### src/rtl/hazard_forward_ctrl_pkg.sv
// Shared types and encodings for the hazard/forwarding controller and the EXE operand muxes.
package hazard_forward_ctrl_pkg;

  localparam int unsigned REG_ADDR_W = 4;

  localparam logic [1:0] FWD_SEL_RF  = 2'b00;
  localparam logic [1:0] FWD_SEL_MEM = 2'b01;
  localparam logic [1:0] FWD_SEL_WB  = 2'b10;

  typedef struct packed {
    logic                  wb_en;
    logic                  mem_read;
    logic [REG_ADDR_W-1:0] dest;
    logic [REG_ADDR_W-1:0] src1;
    logic [REG_ADDR_W-1:0] src2;
    logic                  use1;
    logic                  use2;
  } exe_tag_t;

  typedef struct packed {
    logic                  wb_en;
    logic [REG_ADDR_W-1:0] dest;
  } wb_tag_t;

  function automatic logic tag_match(input logic                  valid,
                                     input logic                  wb_en,
                                     input logic [REG_ADDR_W-1:0] dest,
                                     input logic [REG_ADDR_W-1:0] src,
                                     input logic                  use_bit);
    return valid & wb_en & use_bit & (dest == src);
  endfunction

endpackage

### src/rtl/hazard_forward_ctrl_stage_tag.sv
// Per-stage shadow tag register: holds on i_hold, loads a bubble on i_bubble.
module hazard_stage_tag #(
  parameter int unsigned W = 8
) (
  input  logic         i_clk,
  input  logic         i_rst,
  input  logic         i_hold,
  input  logic         i_bubble,
  input  logic         i_valid,
  input  logic [W-1:0] i_tag,
  output logic         o_valid,
  output logic [W-1:0] o_tag
);

  logic         r_valid;
  logic [W-1:0] r_tag;

  always_ff @(posedge i_clk or posedge i_rst) begin
    if (i_rst) begin
      r_valid <= 1'b0;
      r_tag   <= '0;
    end else if (!i_hold) begin
      if (i_bubble) begin
        r_valid <= 1'b0;
        r_tag   <= '0;
      end else begin
        r_valid <= i_valid;
        // Fields only move with a real instruction; valid alone marks an empty slot.
        if (i_valid) r_tag <= i_tag;
      end
    end
  end

  assign o_valid = r_valid;
  assign o_tag   = r_tag;

endmodule

### src/rtl/hazard_forward_ctrl.sv
// Hazard and forwarding controller: shadow EXE/MEM/WB tags drive operand selects,
// RAW stall, branch flush, memory freeze and a saturating stall counter.
module hazard_forward_ctrl
  import hazard_forward_ctrl_pkg::*;
#(
  parameter int unsigned CNT_W = 16
) (
  input  logic                  i_clk,
  input  logic                  i_rst,
  input  logic                  i_fwd_en,
  input  logic                  i_mem_freeze,
  input  logic                  i_branch_taken,
  input  logic                  i_id_valid,
  input  logic [REG_ADDR_W-1:0] i_id_src1,
  input  logic [REG_ADDR_W-1:0] i_id_src2,
  input  logic                  i_id_uses_src1,
  input  logic                  i_id_uses_src2,
  input  logic [REG_ADDR_W-1:0] i_id_dest,
  input  logic                  i_id_wb_en,
  input  logic                  i_id_mem_read,
  output logic [1:0]            o_alu_mux_src_1_sel,
  output logic [1:0]            o_alu_mux_src_2_sel,
  output logic                  o_hazard_stall,
  output logic                  o_flush,
  output logic                  o_pipe_freeze,
  output logic [CNT_W-1:0]      o_stall_count
);

  exe_tag_t         w_id_tag;
  exe_tag_t         w_exe_tag;
  wb_tag_t          w_exe_out;
  wb_tag_t          w_mem_tag;
  wb_tag_t          w_wb_tag;
  logic             w_exe_valid;
  logic             w_mem_valid;
  logic             w_wb_valid;
  logic             w_raw;
  logic             w_exe_bubble;
  logic [CNT_W-1:0] r_stall_count;

  assign w_id_tag = '{
    wb_en:    i_id_wb_en,
    mem_read: i_id_mem_read,
    dest:     i_id_dest,
    src1:     i_id_src1,
    src2:     i_id_src2,
    use1:     i_id_uses_src1,
    use2:     i_id_uses_src2
  };

  assign w_exe_out    = '{wb_en: w_exe_tag.wb_en, dest: w_exe_tag.dest};
  assign w_exe_bubble = o_flush | o_hazard_stall;

  hazard_stage_tag #(.W($bits(exe_tag_t))) u_exe_tag (
    .i_clk    (i_clk),
    .i_rst    (i_rst),
    .i_hold   (i_mem_freeze),
    .i_bubble (w_exe_bubble),
    .i_valid  (i_id_valid),
    .i_tag    (w_id_tag),
    .o_valid  (w_exe_valid),
    .o_tag    (w_exe_tag)
  );

  hazard_stage_tag #(.W($bits(wb_tag_t))) u_mem_tag (
    .i_clk    (i_clk),
    .i_rst    (i_rst),
    .i_hold   (i_mem_freeze),
    .i_bubble (1'b0),
    .i_valid  (w_exe_valid),
    .i_tag    (w_exe_out),
    .o_valid  (w_mem_valid),
    .o_tag    (w_mem_tag)
  );

  hazard_stage_tag #(.W($bits(wb_tag_t))) u_wb_tag (
    .i_clk    (i_clk),
    .i_rst    (i_rst),
    .i_hold   (i_mem_freeze),
    .i_bubble (1'b0),
    .i_valid  (w_mem_valid),
    .i_tag    (w_mem_tag),
    .o_valid  (w_wb_valid),
    .o_tag    (w_wb_tag)
  );

  always_comb begin
    o_alu_mux_src_1_sel = FWD_SEL_RF;
    o_alu_mux_src_2_sel = FWD_SEL_RF;
    if (i_fwd_en && w_exe_valid) begin
      // MEM holds the younger result, so it wins over WB.
      if (tag_match(w_mem_valid, w_mem_tag.wb_en, w_mem_tag.dest, w_exe_tag.src1,
                    w_exe_tag.use1)) begin
        o_alu_mux_src_1_sel = FWD_SEL_MEM;
      end else if (tag_match(w_wb_valid, w_wb_tag.wb_en, w_wb_tag.dest, w_exe_tag.src1,
                             w_exe_tag.use1)) begin
        o_alu_mux_src_1_sel = FWD_SEL_WB;
      end
      if (tag_match(w_mem_valid, w_mem_tag.wb_en, w_mem_tag.dest, w_exe_tag.src2,
                    w_exe_tag.use2)) begin
        o_alu_mux_src_2_sel = FWD_SEL_MEM;
      end else if (tag_match(w_wb_valid, w_wb_tag.wb_en, w_wb_tag.dest, w_exe_tag.src2,
                             w_exe_tag.use2)) begin
        o_alu_mux_src_2_sel = FWD_SEL_WB;
      end
    end
  end

  always_comb begin
    logic exe_hit;
    logic mem_hit;
    exe_hit = tag_match(w_exe_valid, w_exe_tag.wb_en, w_exe_tag.dest, i_id_src1, i_id_uses_src1)
            | tag_match(w_exe_valid, w_exe_tag.wb_en, w_exe_tag.dest, i_id_src2, i_id_uses_src2);
    mem_hit = tag_match(w_mem_valid, w_mem_tag.wb_en, w_mem_tag.dest, i_id_src1, i_id_uses_src1)
            | tag_match(w_mem_valid, w_mem_tag.wb_en, w_mem_tag.dest, i_id_src2, i_id_uses_src2);
    w_raw = 1'b0;
    if (i_id_valid) begin
      if (i_fwd_en) w_raw = exe_hit & w_exe_tag.mem_read;
      else          w_raw = exe_hit | mem_hit;
    end
  end

  assign o_flush        = i_branch_taken & ~i_mem_freeze;
  assign o_hazard_stall = w_raw & ~i_branch_taken & ~i_mem_freeze;
  assign o_pipe_freeze  = i_mem_freeze;

  always_ff @(posedge i_clk or posedge i_rst) begin
    if (i_rst) begin
      r_stall_count <= '0;
    end else if (o_hazard_stall && (r_stall_count != {CNT_W{1'b1}})) begin
      r_stall_count <= r_stall_count + CNT_W'(1);
    end
  end

  assign o_stall_count = r_stall_count;

endmodule
### config.mk
export PLATFORM = sky130hd
export DESIGN_NAME = hazard_forward_ctrl
export DESIGN_NICKNAME = d
export VERILOG_FILES = /design/src/rtl/hazard_forward_ctrl_pkg.sv /design/src/rtl/hazard_forward_ctrl_stage_tag.sv /design/src/rtl/hazard_forward_ctrl.sv
export SDC_FILE = /design/constraint.sdc
export NUM_CORES = 1
export LEC_CHECK = 0
export CORE_MARGIN = 4
export CORE_UTILIZATION = 55
export CTS_BUF_LIST = sky130_fd_sc_hd__clkbuf_16
export DETAILED_ROUTE_END_ITERATION = 7
export PLACE_DENSITY = 0.83
export SETUP_SLACK_MARGIN = 0.5
export SKIP_CTS_REPAIR_TIMING = 1
export SYNTH_ARGS = -nofsm -noshare
export SYNTH_HDL_FRONTEND = slang
export SYNTH_SLANG_ARGS = --single-unit
### constraint.sdc
create_clock -name i_clk -period 3.1 [get_ports i_clk]
set_clock_uncertainty 0.1 [all_clocks]
set_input_delay 0.62 -clock i_clk [delete_from_list [all_inputs] [get_ports i_clk]]
set_output_delay 0.62 -clock i_clk [all_outputs]
set_load 0.02 [all_outputs]
=== Yosys cells after proc, flatten, opt, wreduce, memory -nomap -nowiden ===
Cells that the tools add are included.

* Input bits: 22
* Flip-flop bits (word level): 45

* Add/subtract/negate cells: 1
* Reductions and logical operators: 6
* Equality and inequality tests: 9
* Bitwise gates (word level): 29
* Multiplexer cells: 11

{| class="wikitable"
|+ Operators by type and width
! kind !! number
|-
| 4-bit == test || 8
|-
| 16-bit two-way mux || 2
|-
| 1-bit AND || 23
|-
| 16-bit by 1-bit adder with 16-bit output (second input constant) || 1
|-
| 16-bit != test (second input constant) || 1
|-
| 2-bit two-way mux || 6
|-
| 2-bit AND reduction || 3
|-
| 1-bit OR || 4
|-
| 1-bit two-way mux || 3
|-
| 1-bit logical AND || 2
|-
| 1-bit inverter || 2
|-
| 2-bit nonzero test || 1
|}

=== Depth between registers and ports, before layout ===
Gate-level depths: netlist of run 1.

* Word-level depth: 12
* Depth in mapped cells: 9

=== Hierarchy ===
A second synthesis of run 1 with hierarchy kept.

* Cell total of the unflattened synthesis: 246
* Area total of the unflattened synthesis: 2658.8 um2

{| class="wikitable"
|+ Modules (own cells, without submodules)
! module !! area each (um2) !! cells an instance !! instances
|-
| hazard_forward_ctrl || 1353.8 || 145 || 1
|-
| hazard_stage_tag (u_exe_tag) || 774.5 || 63 || 1
|-
| hazard_stage_tag (u_mem_tag ...) || 265.3 || 19 || 2
|}

=== Worst setup path before layout of run 1 ===
Ideal clock, no wire load.

* Path kind: input-to-output
* Start: in i_id_src1[3]
* End: out o_hazard_stall
* Path buffers: 1
* Arrival time: 1.580 ns
* Path slack: 0.800 ns
* Stages on the path: 6
* Cell sequence: xnor2_1 -> nand4_1 -> o22ai_2 -> o31ai_4 -> buf_6 -> inv_2

* Cells in the longest elaborated chain, start to end: 8
* Elaborated cells between the ends (all ways): 12

{| class="wikitable"
|+ RTL lines
! what !! line !! RTL
|-
| start: declaration || hazard_forward_ctrl.sv:14 || <nowiki>input logic [REG_ADDR_W-1:0] i_id_src1,</nowiki>
|-
| 4-bit == test || hazard_forward_ctrl_pkg.sv:30 || <nowiki>return valid & wb_en & use_bit & (dest == src);</nowiki>
|-
| 1-bit AND || hazard_forward_ctrl_pkg.sv:30 ||
|-
| 1-bit OR, on equally long branches || hazard_forward_ctrl.sv:113, hazard_forward_ctrl.sv:115 ||
|-
| 1-bit OR or 1-bit AND (tied branches) || hazard_forward_ctrl.sv:119, hazard_forward_ctrl.sv:118 ||
|-
| 1-bit two-way mux (*) || hazard_forward_ctrl.sv:118 || <nowiki>if (i_fwd_en) w_raw = exe_hit & w_exe_tag.mem_read;</nowiki>
|-
| 1-bit two-way mux (*) || hazard_forward_ctrl.sv:117 || <nowiki>if (i_id_valid) begin</nowiki>
|-
| 1-bit AND (*) (2 in series) || hazard_forward_ctrl.sv:124 || <nowiki>assign o_hazard_stall = w_raw & ~i_branch_taken & ~i_mem_freeze;</nowiki>
|-
| end: declaration || hazard_forward_ctrl.sv:23 || <nowiki>output logic o_hazard_stall,</nowiki>
|}

Every way passes the cells marked *; elsewhere a longest branch is shown, timed or not.

=== Worst setup path after layout of run 1 ===
* Start: in i_id_src1[1]
* End: out o_hazard_stall

The elaborated chain is that of the path after synthesis.

==> results.yml, run 1 <==
outcome:
  status: "finished clean"
sta:
  tightest_slew_ns: 0.544
  fmax_mhz: 354
  holdWs_ns: 0.388
  period_share_pct: 91.0
  min_period_ns: 2.82
  hold_viol: 0
  maxSlewViolCount: 0
  rsz0062_at_grt: "true"
  max_slew_margin_pct: 63.7
  setup_tns_ns: 0
  setup_viol: 0
global_route:
  grt_max_degree: 46
  overflow: 0
  grt_pass1_vias: 1762
  grt_use_met2_pct: 34.0
  grt_first_pass_wirelength_um: 8500
  gr-usage-met3_pct: 4.81
  grt_busiest_layer: "met2"
  grt_usage_pct: 20.4
  antenna_found_initial: 0
  grt.met1_usage_pct: 26.8
layout:
  area_growth_pct: 27.8
  num-nets-final: 282
  fill_cells: 304
  multi_input_area_um2: 1250
  final_core_util_pct: 72.7
  finalNonFillerCells: 312
  regArea_um2: 1130
  antenna_cells: 0
  drive_gt1_share_pct: 16.5
synthesis:
  synth_top_cell_by_area: "dfrtp_1"
  avgSynthCellArea_um2: 11.7
  synth_fp_nets: 235
  yosys_warnings: 0
  synth.top_cell.area_share_pct: 45.4
  ys_seq_area_share_pct: 45.4
  synth_area_um2: 2480
  synth_seq_cells: 45
  synth_cell_types: 37
  synth_area_leaders: "dfrtp_1 (45%), xnor2_1 (8.8%), xor2_1 (7.8%)"
  synth_cells: 212
setup_path:
  arrival_ns: 2.10
  cp-start-kind: "input pin"
  crit_path_end_kind: "output port"
  rrSetupSlack_ns: 0.96
  r2r_start: "u_mem_tag.o_tag[0]"
  path_max_fanout: 3
  timing.rr.end: "o_stall_count[1]"
  r2r_cells: 7
  worstSetupPathType: "in2out"
  crit_required_ns: 2.38
min_path:
  hold_depth: 1
  hold_path.class: "reg2reg"
  min_to: "u_wb_tag.o_valid"
  min_from: "u_wb_tag.o_valid"
detailed_routing:
  vias_per_cell: 5.63
  avgRoutedWirePerCell_um: 17.0
  drc_errors: 0
  drt_pass1_iterations: 4
  drt_iter0_drc: 68
  vias: 1758
  routed_wl_um: 5300
  antenna_left: 0
place:
  dp_hpwl_um: 3710
  numPlacedInstances: 303
  gp_congestion: 0.860
  port_buffers: 44
clocking:
  clock_path_buffers: 2
  clock_sinks: 45
  htree_levels: 2
  root_buffer: "clkbuf_16"
  cts_buffers: 5
  path_clk_slew_ns: 0.06
  clk_latency_ns: 0.28
  cts_tree: "done"
pwr:
  vdd_drop_max_uv: 357
  p_per_area_nw_per_um2: 505
  leakagePower_nw: 1.55
  power_mw: 1.60
floorplan:
  rows: 24
  die_w_um: 75.1
  ios: 45
  die_area_um2: 5640
  initial_utilization_pct: 56.9
  die_y_um: 75.1
  core_area_um2: 4350
job:
  max_cap_viol_count: 0
logic make-up (layout without fill, tap and decap cells):
kind of cell	after synthesis	after routing	share of synthesized area (%)
adder cells (fa/ha/maj)	1	1	0.505
AO/OA/AOI/OAI	24	24	9.09
AND/OR/NAND/NOR	66	66	18.4
buffers and inverters	18	66	5.00
XOR/XNOR	47	47	16.6
multiplexers	11	11	5.00
flip-flops	45	45	45.4
how the worst max path moves through the flow:
| stage | start | to | cells past startpoint |
|---|---|---|---|
| after detailed placement | i_id_src1[1] | o_hazard_stall | 7 |
| after floorplan | i_id_src1[3] | o_hazard_stall | 6 |
| after global placement | i_id_src2[2] | o_hazard_stall | 7 |
| after CTS | i_id_src2[1] | o_hazard_stall | 7 |
| final | i_id_src1[1] | o_hazard_stall | 7 |
| after global routing | i_id_src1[1] | o_hazard_stall | 7 |
report_power, final:
group | leakage, nW | internal [mW] | switching (mW) | total [mW]
clock | 0.0938 | 0.460 | 0.203 | 0.663
sequential | 0.600 | 0.637 | 0.0721 | 0.709
combinational | 0.860 | 0.124 | 0.101 | 0.226
placed cells by master, fill, tap and decap left out, types with 2 or more instances in the layout:
| cell | instances |
|---|---|
| dfrtp_1 | 45 |
| clkdlybuf4s50_1 | 33 |
| xnor2_1 | 25 |
| xor2_1 | 22 |
| a22o_1 | 16 |
| nand3_1 | 12 |
| mux2_1 | 10 |
| nand2_1 | 10 |
| dlymetal6s2s_1 | 10 |
| nor3_2 | 9 |
| buf_4 | 7 |
| nand4_1 | 6 |
| nor3_1 | 6 |
| nor2_1 | 5 |
| clkbuf_16 | 5 |
| inv_1 | 4 |
| nor2b_1 | 3 |
| nor4_2 | 3 |
| a21o_1 | 3 |
| inv_2 | 2 |
| nor3b_2 | 2 |
| nor4_1 | 2 |
| bufinv_16 | 2 |
cell usage after synthesis, drive strengths merged:
cell type / instances
nand2: 10
a21o: 3
nor3b: 2
a22o: 16
o211ai: 1
o21ai: 1
xor2: 22
inv: 7
o31ai: 1
nand4: 7
and3: 2
mux2: 11
clkbuf: 3
buf: 8
and2: 1
nor3: 16
nor4: 6
ha: 1
o22ai: 1
and4: 1
xnor2: 25
nor2b: 3
dfrtp: 45
o21bai: 1
nand3: 12
nor2: 6
final cells by class:
cell class | count | area share, %
multi-input combinational | 149 | 39.4
sequential | 45 | 35.6
timing repair buffer | 51 | 16.2
clock buffer | 5 | 3.95
clock inverter | 3 | 2.05
tap | 52 | 2.05
inverter | 7 | 0.830
critical path, cell delays in order:
cell	delay [ns]
clkdlybuf4s50_1	0.55
xnor2_1	0.14
nand2_1	0.10
nor4_4	0.33
o31ai_4	0.10
inv_2	0.06
dlymetal6s2s_1	0.21
layer usage:
metal  share of wire (%)  wire length [um]
met5                   0                 0
met4                 1.3                68
met3                 4.8               254
met2                  50              2630
met1                  44              2350
stage by stage:
stage          area [um^2]  worst slack (ns)
6_report              3170             0.278
5_1_grt               3170             0.201
4_1_cts               3120            -0.177
3_5_place_dp          2930            -0.124
3_3_place_gp          2930            -0.117
2_1_floorplan         2480             0.800
registers in the layout, summed over array words and instances, names as in the netlist:
register and flops:
u_mem_tag.o_tag 5, o_stall_count 16, u_mem_tag.o_valid 1, u_exe_tag.o_tag 16
u_wb_tag.o_valid 1, u_exe_tag.o_valid 1, u_wb_tag.o_tag 5
(Power assumes the default switching activity.)
==> inputs of run 2 (changes only) <==
==> constraint.sdc (replaced) <==
create_clock -name i_clk -period 3.1 [get_ports i_clk]
set_clock_uncertainty 0.1 [all_clocks]
set_input_delay 0.62 -clock i_clk [delete_from_list [all_inputs] [get_ports i_clk]]
set_output_delay 0.62 -clock i_clk [all_outputs]
set_load 0.005 [all_outputs]
==> results.yml, run 2 (same netlist as run 1, synthesis figures left out) <==
outcome:
  status: "finished clean"
layout:
  area_growth_pct: 28.9
  antenna_cells: 0
  layout_common_cells: "dfrtp_1 (43), clkdlybuf4s50_1 (28), xnor2_1 (24)"
  finalNonFillerCells: 318
  final_core_util_pct: 73.4
  num-nets-final: 288
  fill_cells: 289
  drive_gt1_share_pct: 19.2
  layout_commonest_cell: "dfrtp_1"
setup_path:
  path_max_fanout: 6
  crit_path_end_kind: "output port"
  rrSetupSlack_ns: 0.98
  worstSetupPathType: "reg2out"
  crit_chain: "xnor2_1 -> nand3_1 -> nor4_1 -> clkdlybuf4s50_1"
  worst-path-buf-inv: 1
  crit_required_ns: 2.38
  r2r_start: "u_exe_tag.o_tag[10]"
  r2r_cells: 7
  timing.rr.end: "o_stall_count[1]"
  cp_slowest_stage_delay_ns: 0.56
  path_delay_family: "buffers and inverters"
  cp-start-kind: "flip-flop"
  arrival_ns: 1.95
  critPathSlowestCell: "clkdlybuf4s50_1"
min_path:
  hold_path.class: "reg2reg"
  hold_depth: 1
  min_from: "u_wb_tag.o_valid"
  min_to: "u_wb_tag.o_valid"
sta:
  period_share_pct: 86.1
  tightest_slew_ns: 0.951
  setup_tns_ns: 0
  fmax_mhz: 375
  rsz0062_at_grt: "true"
  max_slew_margin_pct: 36.2
  maxSlewViolCount: 0
  setup_ws_ns: 0.432
  hold_viol: 0
  setup_viol: 0
  min_period_ns: 2.67
  holdWs_ns: 0.389
global_route:
  antenna_found_initial: 0
  grt_pass1_vias: 1714
  overflow: 0
  grt_usage_pct: 20.0
  grt_first_pass_wirelength_um: 8390
  grt_max_degree: 27
clocking:
  clock_sinks: 45
  cts_buffers: 5
  path_clk_slew_ns: 0.06
  htree_levels: 2
  root_buffer: "clkbuf_16"
  clk_latency_ns: 0.28
  cts_tree: "done"
  clock_path_buffers: 2
detailed_routing:
  drt_iter0_drc: 86
  drt_pass1_iterations: 4
  top_layer: "met4"
  wl_met2_um: 2550
  avgRoutedWirePerCell_um: 16.6
  vias_per_cell: 5.67
  antenna_left: 0
  routed_wl_um: 5290
  route.met3.wl_um: 218
  vias: 1804
  wl_met1_um: 2420
  drc_errors: 0
floorplan:
  rows: 24
  die_area_um2: 5640
  die_w_um: 75.1
  initial_utilization_pct: 56.9
  die_y_um: 75.1
  core_area_um2: 4350
  ios: 45
place:
  numPlacedInstances: 303
  dp_hpwl_um: 3980
  dp_slack_ns: -0.0377
  port_buffers: 44
  gp_congestion: 0.855
pwr:
  p_per_area_nw_per_um2: 451
  vdd_drop_max_uv: 301
  leakagePower_nw: 1.61
job:
  max_cap_viol_count: 0
run 2: cell types whose count changed in the layout (fill, tap and decap cells not counted), moves of 2 or more:
cell | previous run | this run
dfrtp_1 | 45 | 43
buf_4 | 7 | 13
dlymetal6s2s_1 | 10 | 15
clkdlybuf4s50_1 | 33 | 28
bufinv_16 | 2 | 0
dfrtp_2 | 0 | 2
clkinv_1 | 1 | 3
run 2: metrics by stage:
| stage | instance area [um^2] | power (mW) |
|---|---|---|
| floorplan | 2480 | 0.872 |
| global placement | 2930 | 0.927 |
| detailed placement | 2930 | 0.937 |
| CTS | 3070 | 1.43 |
| global route | 3200 | 1.51 |
| finish | 3200 | 1.44 |
run 2: final cells by class:
class                           instances  area, um^2  area share (%)
Clock buffer                            5         125            3.92
Clock inverter                          3        12.5           0.392
Timing Repair Buffer                   57         571            17.9
Inverter                                7        26.3           0.822
Multi-Input combinational cell        149        1270            39.7
Tap cell                               52        65.1            2.04
Sequential cell                        45        1130            35.3
run 2: worst max path at each step:
stage               cells after the start                      to               start  slack (ns)
floorplan                               6          o_hazard_stall        i_id_src1[3]        0.83
global placement                        7          o_hazard_stall        i_id_src2[2]      -0.007
detailed placement                      7          o_hazard_stall        i_id_src1[1]       -0.04
CTS                                     7          o_hazard_stall        i_id_src2[2]       -0.05
global route                            4  o_alu_mux_src_1_sel[0]  u_mem_tag.o_tag[1]        0.38
finish                                  4  o_alu_mux_src_1_sel[0]  u_mem_tag.o_tag[1]        0.43
run 2: metal layers:
metal / vias to the layer above / track usage [%]
met5: - / 0
met4: 0 / 6.99
met3: 11 / 3.87
met2: 48 / 31.1
met1: 890 / 28.1
li1: 855 / -
run 2: power breakdown:
part,switching [mW],internal [mW]
clock,0.202,0.291
sequential,0.0711,0.638
combinational,0.106,0.132
total,0.379,1.06
run 2: worst reg2reg max path, stage by stage, from the launching register on:
cell and delay (ns):
dfrtp_1 0.44, xnor2_1 0.21, nand4_1 0.18, nor3_4 0.27, o31ai_4 0.10, buf_4 0.22
nor2_2 0.17, mux2_1 0.33
